**config.mk**
```make
export PLATFORM = sky130hd
export DESIGN_NAME = bus_read_driver
export DESIGN_NICKNAME = d
export VERILOG_FILES = /design/src/rtl/bus_read_driver.sv
export SDC_FILE = /design/constraint.sdc
export NUM_CORES = 1
export LEC_CHECK = 0
export CAP_MARGIN = 15
export CORE_MARGIN = 1.5
export CORE_UTILIZATION = 30
export DETAILED_ROUTE_END_ITERATION = 16
export PLACE_DENSITY = 0.65
export RECOVER_POWER = 100
export SLEW_MARGIN = 10
export SYNTH_ARGS = -nofsm -noshare
export SYNTH_HDL_FRONTEND = slang
export SYNTH_SLANG_ARGS = --single-unit
```
**constraint.sdc**
```tcl
create_clock -name Clk -period 4.9 [get_ports Clk]
set_clock_uncertainty 0.2 [all_clocks]
set_input_delay 0.98 -clock Clk [delete_from_list [all_inputs] [get_ports Clk]]
set_output_delay 0.98 -clock Clk [all_outputs]
set_load 0.01 [all_outputs]
```
**src/rtl/bus_read_driver.sv**
```systemverilog
// bus_read_driver: source side of the shared data bus.
// Takes a read request from the control unit, fetches either one register
// source (single-cycle) or a data-memory word (Mem_en/Mem_ready handshake
// guarded by a timeout), then presents the value on BusOut with a one-cycle
// Bus_valid strobe. Bad register selects and memory timeouts raise a
// one-cycle Err strobe instead. Every output comes straight from a flop.
module bus_read_driver #(
  parameter int WIDTH   = 8,
  parameter int NSRC    = 8,
  parameter int SELW    = 3,
  parameter int TIMEOUT = 15
) (
  input  logic                  Clk,
  input  logic                  RST,
  input  logic                  Rd_req,
  input  logic                  Rd_mem,
  input  logic [SELW-1:0]       Rd_sel,
  input  logic [NSRC*WIDTH-1:0] Src_data,
  input  logic [WIDTH-1:0]      Mem_rdata,
  input  logic                  Mem_ready,
  output logic                  Mem_en,
  output logic [WIDTH-1:0]      BusOut,
  output logic                  Bus_valid,
  output logic                  Busy,
  output logic                  Err
);

  // Timeout counter is 8 bits wide, enough for TIMEOUT up to 255. The abort
  // fires on the edge where the count already equals TIMEOUT-1, so Mem_en
  // stays high for exactly TIMEOUT cycles when Mem_ready never arrives.
  localparam int          CNTW    = 8;
  localparam logic [CNTW-1:0] TO_LAST = CNTW'(TIMEOUT - 1);

  typedef enum logic [1:0] {
    ST_IDLE     = 2'd0,
    ST_MEM_WAIT = 2'd1,
    ST_DRIVE    = 2'd2
  } state_e;

  state_e            state_q;
  logic [WIDTH-1:0]  bus_q;
  logic              bus_valid_q;
  logic              mem_en_q;
  logic              busy_q;
  logic              err_q;
  logic [CNTW-1:0]   cnt_q;

  logic [WIDTH-1:0]  src_word_d;
  logic              sel_ok_d;
  logic [CNTW-1:0]   cnt_d;
  logic              timeout_d;

  // Register-source mux: selects the addressed slice and flags out-of-range selects.
  always_comb begin
    src_word_d = {WIDTH{1'b0}};
    for (int i = 0; i < NSRC; i++) begin
      if (Rd_sel == SELW'(i)) begin
        src_word_d = Src_data[i*WIDTH +: WIDTH];
      end else begin
        src_word_d = src_word_d;
      end
    end
    sel_ok_d = (32'(Rd_sel) < 32'(NSRC));
  end

  // Timeout bookkeeping: next count value and the "last allowed cycle" flag.
  always_comb begin
    cnt_d     = cnt_q + {{(CNTW-1){1'b0}}, 1'b1};
    timeout_d = (cnt_q == TO_LAST);
  end

  // Read FSM with registered bus, strobe, handshake and status outputs.
  always_ff @(posedge Clk) begin
    if (!RST) begin
      state_q     <= ST_IDLE;
      bus_q       <= {WIDTH{1'b0}};
      bus_valid_q <= 1'b0;
      mem_en_q    <= 1'b0;
      busy_q      <= 1'b0;
      err_q       <= 1'b0;
      cnt_q       <= {CNTW{1'b0}};
    end else begin
      // Strobes are single-cycle unless re-asserted below.
      bus_valid_q <= 1'b0;
      err_q       <= 1'b0;
      case (state_q)
        ST_IDLE: begin
          if (Rd_req) begin
            if (Rd_mem) begin
              // Memory read: Rd_sel is irrelevant here.
              mem_en_q <= 1'b1;
              cnt_q    <= {CNTW{1'b0}};
              busy_q   <= 1'b1;
              state_q  <= ST_MEM_WAIT;
            end else if (sel_ok_d) begin
              // Register read: Src_data is captured only on this edge.
              bus_q       <= src_word_d;
              bus_valid_q <= 1'b1;
              busy_q      <= 1'b1;
              state_q     <= ST_DRIVE;
            end else begin
              // Nonexistent source: flag it, leave the bus alone.
              err_q <= 1'b1;
            end
          end else begin
            state_q <= ST_IDLE;
          end
        end
        ST_MEM_WAIT: begin
          if (Mem_ready) begin
            // Ready beats a coincident timeout.
            bus_q       <= Mem_rdata;
            bus_valid_q <= 1'b1;
            mem_en_q    <= 1'b0;
            state_q     <= ST_DRIVE;
          end else if (timeout_d) begin
            bus_q    <= {WIDTH{1'b0}};
            mem_en_q <= 1'b0;
            busy_q   <= 1'b0;
            err_q    <= 1'b1;
            state_q  <= ST_IDLE;
          end else begin
            cnt_q <= cnt_d;
          end
        end
        ST_DRIVE: begin
          // Bus_valid was raised on entry; requests here are not accepted.
          busy_q  <= 1'b0;
          state_q <= ST_IDLE;
        end
        default: begin
          mem_en_q <= 1'b0;
          busy_q   <= 1'b0;
          state_q  <= ST_IDLE;
        end
      endcase
    end
  end

  assign BusOut    = bus_q;
  assign Bus_valid = bus_valid_q;
  assign Mem_en    = mem_en_q;
  assign Busy      = busy_q;
  assign Err       = err_q;

endmodule

```
=== Word level (Yosys, flattened, before mapping) ===
Index checks and enable logic that the tools add are counted.

* Bits in registers: 22
* Input port bits: 80
* Output and inout bits: 12
* Word-level logic and storage cells: 72

* Add/subtract/negate cells: 1
* Equal/unequal tests: 17
* Muxes and demuxes: 36
* Bitwise logic cells: 3
* Reduce and logical (&&, ||, !) cells: 8

{| class="wikitable"
|+ Operators with widths
! kind !! count
|-
| 8-bit 2-to-1 mux || 16
|-
| 8-bit one-hot mux with 2 select lines || 2
|-
| 3-bit == test, second input constant || 4
|-
| 2-bit != test, second input constant || 6
|-
| 1-bit 2-to-1 mux || 10
|-
| 8-bit by 1-bit adder with 8-bit output, second input constant || 1
|-
| 8-bit by 4-bit == test with 1-bit output, second input constant || 1
|-
| 2-bit 2-to-1 mux || 4
|-
| 4-bit AND reduction || 2
|-
| 3-bit by 2-bit == test with 1-bit output, second input constant || 2
|-
| 5-bit AND reduction || 1
|-
| 1-bit one-hot mux with 2 select lines || 2
|-
| 2-bit one-hot mux with 2 select lines || 1
|-
| 3-bit by 1-bit == test with 1-bit output, second input constant || 1
|-
| 3-bit zero test || 1
|-
| 3-bit != test, second input constant || 1
|-
| 1-bit NOT || 3
|-
| 1-bit one-hot mux with 3 select lines || 1
|-
| 3-bit AND reduction || 1
|-
| 3-bit OR reduction || 1
|-
| 2-bit by 1-bit == test with 1-bit output, second input constant || 1
|-
| 2-bit == test, second input constant || 1
|-
| 2-bit zero test || 1
|-
| 2-bit nonzero test || 1
|}

=== Longest topological paths before layout ===
* Depth after elaboration: 12
* Depth in mapped cells: 8
* Mapped depth without buffers: 6

=== Worst setup path after synthesis ===
No wires, ideal clock.

* Path type: input port to flip-flop
* From: input Rd_sel[0]
* To: register bus_q[1] (netlist: BusOut[1])
* Library setup time: 0.126 ns
* Arrival: 1.901 ns
* Required time: 4.574 ns
* Path slack: 2.673 ns
* Cell stages on the path: 5
* Buffers on the path: 2
* Cell sequence: clkbuf_1 -> buf_2 -> nand3_1 -> o221ai_1 -> a31oi_1

* Cells in the longest elaborated chain, start to end: 12
* Elaborated cells between the ends (all ways): 19
* Classes of those cells: eq/ne (7); mux (11); reduce/logical (1)

{| class="wikitable"
|+ RTL lines
! what !! RTL line !! source
|-
| start: declaration || 17 || <nowiki>input logic [SELW-1:0] Rd_sel,</nowiki>
|-
| 3-bit zero test || 57 || <nowiki>if (Rd_sel == SELW'(i)) begin</nowiki>
|-
| 8-bit 2-to-1 mux (7 in series) || 57 ||
|-
| 8-bit 2-to-1 mux * || 57 ||
|-
| 8-bit 2-to-1 mux * || 89 || <nowiki>if (Rd_mem) begin</nowiki>
|-
| 8-bit 2-to-1 mux * || 88 || <nowiki>if (Rd_req) begin</nowiki>
|-
| 8-bit one-hot mux with 2 select lines * || 86 || <nowiki>case (state_q)</nowiki>
|-
| end signal: assignment || 76 || <nowiki>bus_q <= {WIDTH{1'b0}};</nowiki>
|-
| end signal: assignment || 97 || <nowiki>bus_q <= src_word_d;</nowiki>
|-
| end signal: assignment || 112 || <nowiki>bus_q <= Mem_rdata;</nowiki>
|-
| end: declaration || 41 || <nowiki>logic [WIDTH-1:0] bus_q;</nowiki>
|}

Every way passes the cells marked *; elsewhere a longest branch is shown, timed or not. The select of a mux whose other input is x is not followed.
A chain may end at the register's enable or synchronous reset.

=== Worst setup path after layout ===
* From: input Rd_sel[1]
* To: register bus_q[0] (netlist: BusOut[0])

Same word-level chain as after synthesis.

==> impl_metrics.tcl <==
set metrics [dict create \
    grt.total_usage_pct 18.0 \
    crit_path_max_incr_delay_ns 1.01 \
    syn_inst 199 \
    fin_setup_tns_ns 0 \
    die_w_um 76.0 \
    port-buffer-count 91 \
    p_leak_nw 0.914 \
    min_delay_path_depth 2 \
    drtAntennaViolNets 0 \
    synthTopCellsByArea "dfxtp_1 (28%), o221ai_1 (6.6%), a211oi_1 (6.1%)" \
    first_pass_iters 4 \
    synth_flop_cell "dfxtp_1" \
    antenna_found_initial 0 \
    grt_start_max_net_pins 23 \
    htree_levels 1 \
    slowest_stage "dlygate4sd3_1" \
    ir_worst_vdd_mv 0.0795 \
    cp.required_ns 4.88 \
    fin_util_pct 49.6 \
    synth_cell_type_count 38 \
    synth-seq-cells 22 \
    setup-violations-final 0 \
    drv_cap 0 \
    post-route-period-util_pct 73.8 \
    rows 26 \
    cts.clk_slew.worst_paths_ns 0.08 \
    drv_slew 0 \
    wl_per_cell_um 14.9 \
    layout.nets 362 \
    cts_tree "yes" \
    initial_core_util_pct 31.3 \
    synth-edff-count 0 \
    yosysWarnings 0 \
    diodes 0 \
    grt_first_pass_wirelength_um 8490 \
    r2r-start "cnt_q[5]" \
    rsz0062_at_grt "false" \
    ios 92 \
    drc 0 \
    grt_pass1_vias 1737 \
    place_hpwl_um 4150 \
    critPathKind "in2reg" \
    async_flop_share_pct 0 \
    crit_fanout 21 \
    final_cell_mix "clkdlybuf4s50_1 (76), dfxtp_1 (22), nor2_1 (20)" \
    hold_class "reg2reg" \
    final_common_cell "clkdlybuf4s50_1" \
    gr-total-overflow 0 \
    startpoint "Rd_sel[1]" \
    r2r_setup_slack_ns 2.82 \
    min_from "BusOut[5]" \
    syn_area_per_cell_sq_um 8.04 \
    cts_max_path_buffers 2 \
    worstRegToRegCells 5 \
    cp-end-kind "register" \
    worstPathArrival_ns 3.59 \
    path_cells "dlygate4sd3_1 > clkbuf_1 > nand2_1 > nor2_1 > a221o_1 > a21oi_1 > o32ai_1" \
    postCtsSetupRepairBufs 0 \
    postSynthNetCount 281 \
    layout-drive-gt1-share_pct 3.58 \
    area_growth_pct 58.3 \
    status "complete, no violations" \
    insertion_delay_ns 0.26 \
    cts_num_sinks 22 \
    gp_congestion 0.826 \
    synth_top_cell_area_share_pct 27.5 \
    drt_iter0_markers 118 \
    ctsHoldBuffers 0 \
    ctsResizeCount 0 \
    period_needed_ns 3.62 \
    die-area_sq_um 5780 \
    hold_viol_final 0 \
    wirelength_um 5200 \
    max_freq_mhz 276 \
    tightest_slew_ns 0.727 \
    vias 1794 \
    startpoint_type "input pin" \
    synth_area_leader_cell "dfxtp_1" \
    core_sq_um 5110 \
    synth-seq-area-share_pct 27.5 \
    max_slew_margin_pct 51.4 \
    power.density_nw_per_um2 193 \
    drt-vias-per-instance 5.14 \
    cts-root-buf "clkbuf_8" \
    syn_area_sq_um 1600 \
    die_h_um 76.0 \
    cts_buffers 3 \
]
-- where the power goes --
group	total (mW)	leakage [nW]	switching (mW)	internal, mW
clock network	0.131	0.0288	0.0591	0.0717
registers	0.197	0.180	0.00825	0.189
logic	0.162	0.706	0.0647	0.0970
-- sequential cells by signal, summed over array words and instances, names as in the netlist --
| register | flops |
|---|---|
| state_q | 2 |
| Bus_valid | 1 |
| Err | 1 |
| Busy | 1 |
| BusOut | 8 |
| cnt_q | 8 |
| Mem_en | 1 |
-- metrics by stage --
stage / instance area, sq um / cells / worst slack [ns] / hold slack [ns] / total power, mW
final: 2530 / 349 / 1.28 / 0.287 / 0.490
after global routing: 2530 / 349 / 1.06 / 0.300 / 0.517
after CTS: 2560 / 349 / 1.76 / 0.293 / 0.499
after detailed placement: 2510 / 345 / 1.50 / 0.275 / 0.369
after global placement: 2510 / 345 / 1.54 / 0.266 / 0.368
after floorplan: 1600 / 199 / 2.67 / 0.277 / 0.277
-- Yosys cell counts, drive strengths merged (2+ instances only) --
cell and n:
a22oi 2, a211oi 14, nor2b 9, mux2 2
nand3 9, o32ai 2, a221o 2, nor2 20
mux2i 8, nand2b 9, a31oi 8, nand2 15
nor4 2, ha 2, a21oi 14, dfxtp 22
xnor2 7, o21ai 9, o21bai 2, o221ai 12
inv 2, clkbuf 6, buf 11, nand4 3
and2 2
-- worst max-delay path: cells and delay by family --
kind	cells	cell delay, ns
buffers and inverters	2	1.59
AND/OR/NAND/NOR	2	0.55
AO/OA/AOI/OAI	3	0.46
-- layout make-up --
class                           instances  area (sq um)
Inverter                                2          7.51
Multi-Input combinational cell        158          1020
Sequential cell                        22           440
Fill cell                             514          2580
Clock buffer                            4          55.1
Timing Repair Buffer                   93           922
Tap cell                               70          87.6
-- routing by layer --
layer / global-route usage, % / share of wire [%] / up-vias
met3: 2.75 / 4.9 / 10
met1: 22.6 / 42 / 829
li1: - / - / 904
met4: 5.00 / 1.9 / 0
met5: 0 / 0 / -
met2: 31.9 / 51 / 51
-- worst paths after layout --
check / to
setup / recovery: BusOut[0]
hold / removal: BusOut[5]
setup reg to reg: BusOut[1]
hold reg to reg: BusOut[5]
-- kinds of logic after synthesis --
kind of cell / Yosys count / synth area share, %
muxes: 10 / 6.42
xor gates and xnor gates: 7 / 3.83
DFF: 22 / 27.5
and+or+nand+nor: 72 / 23.0
buffers and inverters: 19 / 6.89
adders and majority gates: 2 / 1.56
AOI/OAI and AO/OA: 67 / 30.8
No activity file was read; power rests on OpenSTA's default activity.
